### src/rtl/trig_pkg.sv
// trig_pkg: shared state encoding, default widths and clamp constant for the trigger pulse source.
package trig_pkg;
    localparam int CNT_W_DEF   = 24;
    localparam int BURST_W_DEF = 16;
    localparam int MIN_WIDTH   = 1;
    typedef enum logic [1:0] {S_IDLE, S_HIGH, S_LOW} state_e;
endpackage

### src/rtl/trig_sync.sv
// trig_sync: 2-flop synchroniser for an asynchronous level plus a registered rising-edge detect.
module trig_sync (
    input  logic clk_i,
    input  logic rst_i,
    input  logic async_i,
    output logic rise_o
);
    logic [2:0] sh_q;
    always_ff @(posedge clk_i) begin
        sh_q <= rst_i ? 3'b000 : {sh_q[1:0], async_i};
    end
    assign rise_o = sh_q[1] & ~sh_q[2];
endmodule

### src/rtl/trig_pulse_gen.sv
// trig_pulse_gen: programmable burst/continuous trigger pulse source with guaranteed low gap.
// Define TRIG_EXTSTART_EN to add the synchronised EXTTRIG start input.
module trig_pulse_gen
    import trig_pkg::*;
#(
    parameter int CNT_W   = CNT_W_DEF,
    parameter int BURST_W = BURST_W_DEF
) (
    input  logic               CLK,
    input  logic               RST,
    input  logic               START,
    input  logic               STOP,
    input  logic [CNT_W-1:0]   PERIOD,
    input  logic [CNT_W-1:0]   WIDTH,
    input  logic [BURST_W-1:0] BURST,
`ifdef TRIG_EXTSTART_EN
    input  logic               EXTTRIG,
`endif
    output logic               TRIGOUT,
    output logic               BUSY,
    output logic               DONE,
    output logic [BURST_W-1:0] PCOUNT
);
    state_e             state_q, state_d;
    logic [CNT_W-1:0]   cnt_q, cnt_d, w_q, w_d, lw_q, lw_d;
    logic [BURST_W-1:0] n_q, n_d, pc_q, pc_d;
    logic               trig_q, trig_d, done_q, done_d, stop_q, stop_d;
    logic               start_req;
    logic [CNT_W-1:0]   w_clamp, lw_clamp;

`ifdef TRIG_EXTSTART_EN
    logic ext_rise;
    trig_sync u_sync (
        .clk_i  (CLK),
        .rst_i  (RST),
        .async_i(EXTTRIG),
        .rise_o (ext_rise)
    );
    assign start_req = START | ext_rise;
`else
    assign start_req = START;
`endif

    // Low phase length P-W, with P forced to at least W+1 so a low cycle always follows.
    assign w_clamp  = (WIDTH < CNT_W'(MIN_WIDTH)) ? CNT_W'(MIN_WIDTH) : WIDTH;
    assign lw_clamp = (PERIOD > w_clamp) ? PERIOD - w_clamp : CNT_W'(1);

    always_comb begin
        state_d = state_q;
        cnt_d   = cnt_q + CNT_W'(1);
        w_d     = w_q;
        lw_d    = lw_q;
        n_d     = n_q;
        pc_d    = pc_q;
        trig_d  = trig_q;
        done_d  = 1'b0;
        stop_d  = stop_q;
        case (state_q)
            S_IDLE: begin
                cnt_d = '0;
                if (start_req && !STOP) begin
                    state_d = S_HIGH;
                    cnt_d   = CNT_W'(1);
                    w_d     = w_clamp;
                    lw_d    = lw_clamp;
                    n_d     = BURST;
                    pc_d    = BURST_W'(1);
                    trig_d  = 1'b1;
                    stop_d  = 1'b0;
                end
            end
            S_HIGH: begin
                stop_d = stop_q | STOP;
                if (cnt_q == w_q) begin
                    state_d = (stop_q | STOP) ? S_IDLE : S_LOW;
                    cnt_d   = CNT_W'(1);
                    trig_d  = 1'b0;
                    stop_d  = 1'b0;
                end
            end
            S_LOW: begin
                if (cnt_q == lw_q) begin
                    if (n_q == '0 || pc_q != n_q) begin
                        state_d = STOP ? S_IDLE : S_HIGH;
                        cnt_d   = CNT_W'(1);
                        trig_d  = !STOP;
                        pc_d    = STOP ? pc_q : pc_q + BURST_W'(1);
                    end else begin
                        state_d = S_IDLE;
                        done_d  = 1'b1;
                    end
                end else if (STOP) begin
                    state_d = S_IDLE;
                end
            end
            default: state_d = S_IDLE;
        endcase
    end

    always_ff @(posedge CLK) begin
        if (RST) begin
            state_q <= S_IDLE;
            cnt_q   <= '0;
            w_q     <= '0;
            lw_q    <= '0;
            n_q     <= '0;
            pc_q    <= '0;
            trig_q  <= 1'b0;
            done_q  <= 1'b0;
            stop_q  <= 1'b0;
        end else begin
            state_q <= state_d;
            cnt_q   <= cnt_d;
            w_q     <= w_d;
            lw_q    <= lw_d;
            n_q     <= n_d;
            pc_q    <= pc_d;
            trig_q  <= trig_d;
            done_q  <= done_d;
            stop_q  <= stop_d;
        end
    end

    assign TRIGOUT = trig_q;
    assign BUSY    = (state_q != S_IDLE);
    assign DONE    = done_q;
    assign PCOUNT  = pc_q;
endmodule

### config.mk
export PLATFORM = sky130hd
export DESIGN_NAME = trig_pulse_gen
export DESIGN_NICKNAME = d
export VERILOG_FILES = /design/src/rtl/trig_pkg.sv /design/src/rtl/trig_sync.sv /design/src/rtl/trig_pulse_gen.sv
export SDC_FILE = /design/constraint.sdc
export NUM_CORES = 1
export LEC_CHECK = 0
export CAP_MARGIN = 20
export CORE_MARGIN = 4
export CORE_UTILIZATION = 45
export CTS_CLUSTER_DIAMETER = 120
export CTS_CLUSTER_SIZE = 8
export DETAILED_ROUTE_END_ITERATION = 10
export HOLD_SLACK_MARGIN = 0.12
export PLACE_DENSITY_LB_ADDON = 0.1
export SLEW_MARGIN = 20
export SYNTH_ARGS = -nofsm -noshare
export SYNTH_HDL_FRONTEND = slang
export SYNTH_SLANG_ARGS = --single-unit
### constraint.sdc
create_clock -name CLK -period 3 [get_ports CLK]
set_input_delay 0.3 -clock CLK [delete_from_list [all_inputs] [get_ports CLK]]
set_output_delay 0.3 -clock CLK [all_outputs]
set_load 0.02 [all_outputs]
==> run_results.csv <==
group,metric,value,unit
status,status,"complete, but fails checks",
status,violations,"negative setup slack",
yosys,async_flop_share,0,%
die,die_width,126.4,um
worst_hold_path,hold_start,"WIDTH[22]",
cells_and_area,nets,1018,
pwr,swShare,28.06,%
die,core_area,13830,um2
worst_hold_path,hp-class,"input port to register",
cells_and_area,fin_util,60.16,%
die,dieArea,15980,um2
setup_path,r2r_start,"cnt_q[11]",
sta,fmax,317.3,MHz
sta,finalCritPeriodShare,105.1,%
die,start_util,45.62,%
yosys,syn-num-nets,864,
setup_path,reg2reg_slack,550,ps
sta,final-setup-viol-count,23,
setup_path,cp.required,3230,ps
die,ios,87,
route,drc,0,
setup_path,reg2reg_depth,8,
clocking,cts-buffers-inserted,9,
route,first_iter_violations,515,
place,place_congestion,0.8869,
pwr,leakagePower,3.502,nW
pwr,peakVddDrop,0.3352,mV
cells_and_area,fin_area,8318,um2
setup_path,crit_path_max_fanout,6,
sta,relSlewSlack,44.01,%
clocking,hold_buffers,0,
die,fp.dieH,126.4,um
route,postRouteAntennaNets,0,
sta,min_period,3152,ps
yosys,yosysWarnings,0,
place,dpl_cell_area,7864,um2
yosys,synth-edff-count,0,
worst_hold_path,min_to,"w_q[22]",
worst_hold_path,holdPathStages,4,
setup_path,startpoint_type,"input port",
pwr,switching_power,0.0009925,W
die,num_rows,43,
grt,grt_start_max_net_pins,45,
sta,final_hold_viol_count,0,
sta,worstMarginPinSlew,839.8,ps
setup_path,crit_arrival,3380,ps
grt,grt_remaining_overflow,0,
yosys,synthCells,764,
sta,finClkSkew,9.496,ps
yosys,synth_seq_cells,109,
setup_path,critPathTopFamily,"compound AO/OA/AOI/OAI gates",
clocking,cts_max_level,3,
yosys,avgSynthCellArea,8.257,um2
clocking,cts_tree,"yes",
route,firstDrtPassIters,5,
grt,antenna_found_initial,0,
yosys,synth_area_leaders,"dfxtp_1 (35%), xnor2_1 (7.5%), xor2_1 (7.4%)",
place,place_hpwl,14170,um
setup_path,rr_endpoint,"PCOUNT[10]",
place,pre_cts_slack,-944.0,ps
yosys,synthFlopType,"dfxtp_1",
route,viasPerCell,5.519,
clocking,clock_sinks,109,
sta,setup-tns-final,-2734,ps
cells_and_area,layout-area-overhead-vs-synth,31.85,%
cells_and_area,multi_input_area,3916,um2
pwr,p_comb_share,23.9,%
setup_path,cp-end-kind,"register",
yosys,netlist_area,6309,um2
yosys,synth_top_area_cell,"dfxtp_1",
cells_and_area,drive_gt1_share,14.88,%
route,routedWlPerCell,16.71,um
sta,worst_slack,-151.9,ps
clocking,clk_pin_slew,70,ps
sta,final-max-slew-violation-count,0,
pwr,pwr-share-seq,43.6,%
clocking,root_buffer,"clkbuf_16",
flow_run,max_cap_violations,0,
grt,grt_pass1_wl,29880,um
setup_path,worstPathCellList,"dlygate4sd2_1 > nor4_2 > nand2_1 > o21bai_1 > ha_2 > inv_2 > fa_2 > nand3_2 > nand2_2 > a211oi_4 > o211ai_1 > and4_1 > o31a_1 > and2b_4 > buf_12 > a32o_1",
pwr,p_clk_share,32.5,%
grt,grt_pass1_vias,5924,
cells_and_area,regArea,2182,um2
place,io_buffers,86,
setup_path,slowest_stage,"fa_2",
clocking,clk_latency,340,ps
yosys,synth_top_cell_area_share,34.59,%
grt,grt_usage,23.03,%
sta,rsz0062_at_grt,"true",
route,vias,6076,
pwr,p_int,0.002544,W
route,wirelength,18400,um
setup_path,path_buf_inv,3,
yosys,seq_area_frac_synth,34.59,%
clocking,clockBufferDepth,2,
cells_and_area,fillers,1243,
pwr,power_density,425.2,nW/um2
yosys,yosysUniqueCellTypes,59,
setup_path,worst-setup-path-type,"input port to register",
cells_and_area,diodes,0,
setup_path,max_stage_delay,340,ps
==> power by group through the flow <==
stage	clock (W)	sequential, W	combinational, W
after floorplan	0	0.00156	0.000454
after global placement	0	0.00157	0.000797
after detailed placement	0	0.00158	0.000810
after CTS	0.00118	0.00154	0.000831
after global routing	0.00123	0.00155	0.000920
final	0.00115	0.00154	0.000845
==> per-stage QoR <==
step / hold WS, ps / power (W) / std cells
final: 315.5 / 0.003537 / 1101
after global routing: 318.5 / 0.003702 / 1101
after CTS: 304.8 / 0.003548 / 1101
after detailed placement: 463.6 / 0.002386 / 1070
after global placement: 457.7 / 0.002371 / 1070
after floorplan: 436.0 / 0.002015 / 764
==> layout by cell type (no fill, tap or decap), types with 14 or more instances in the layout <==
master           count
dfxtp_1            109
xnor2_1             54
nor4_1              15
dlygate4sd2_1       19
a21oi_1             63
nand2_1            110
o21ai_0             24
buf_4               88
inv_1               36
nor2_1              52
nand4_1             21
clkdlybuf4s50_1     61
nand3_1             14
xor2_1              53
ha_1                30
a22o_1              18
==> tightest hold or removal path, stage by stage <==
cell	delay, ps
buf_8	80
buf_4	100
nand2_1	40
a21oi_1	100
==> sequential cells by signal (all words and copies together), names as in the netlist <==
signal   cells
w_q         24
TRIGOUT      1
lw_q        24
stop_q       1
cnt_q       24
PCOUNT      16
DONE         1
state_q      2
n_q         16
==> cells in the mapped netlist (all sizes together) (3+ instances only) <==
library cell / count
ha: 31
nand2: 111
o211ai: 5
buf: 8
or3: 7
nand4: 21
o21a: 7
o31ai: 4
and4: 4
a21o: 6
o21ai: 25
a211oi: 7
nor4: 21
a21boi: 4
inv: 37
a32o: 5
nor3: 5
a22o: 18
nand3b: 3
a21oi: 64
dfxtp: 109
nor2b: 6
a31oi: 7
nor2: 53
xnor2: 54
clkbuf: 27
nand3: 15
or4: 3
xor2: 53
and3: 13
nand2b: 5
==> per-layer routing <==
layer	GRT usage (%)	wire length [um]
met1	33.39	8706
met2	35.21	8196
met3	4.211	1225
met4	6.183	268
met5	0	0
==> final cells by class <==
class                      instances  share of cell area, %
inverter                          37                  1.670
clock inverter                     4                 0.5866
tap                              180                  2.708
clock buffer                      10                  2.753
sequential                       109                  26.23
timing repair buffer             178                  18.97
multi-input combinational        583                  47.08
==> worst max-delay path by stage <==
stage	startpoint	endpoint	slack, ps	cells past startpoint
CTS	WIDTH[21]	lw_q[15]	-230	18
global route	WIDTH[22]	lw_q[11]	-320	17
global placement	WIDTH[23]	lw_q[1]	-870	17
detailed placement	WIDTH[23]	lw_q[1]	-940	17
finish	WIDTH[12]	lw_q[23]	-150	16
floorplan	WIDTH[5]	lw_q[10]	-10	15
==> cells by family (layout without fill, tap and decap cells) <==
kind of cell,count (synthesis),in the layout,synth area share [%]
AO/OA/AOI/OAI,166,166,17.35
flip-flops,109,109,34.59
multiplexers,2,2,0.3173
XOR/XNOR,107,107,14.86
AND/OR/NAND/NOR,276,276,21.70
adder cells (fa/ha/maj),32,32,6.466
buffers and inverters,72,229,4.720
==> timing repair <==
item | 4_1_cts | 5_1_grt
setup endpoints to repair | 24 | 24
gates resized for setup | 46 | 4
pin swaps | 23 | 17
setup buffers | 15 | 4
cloned | 2 | 0
(Power assumes the default switching activity.)
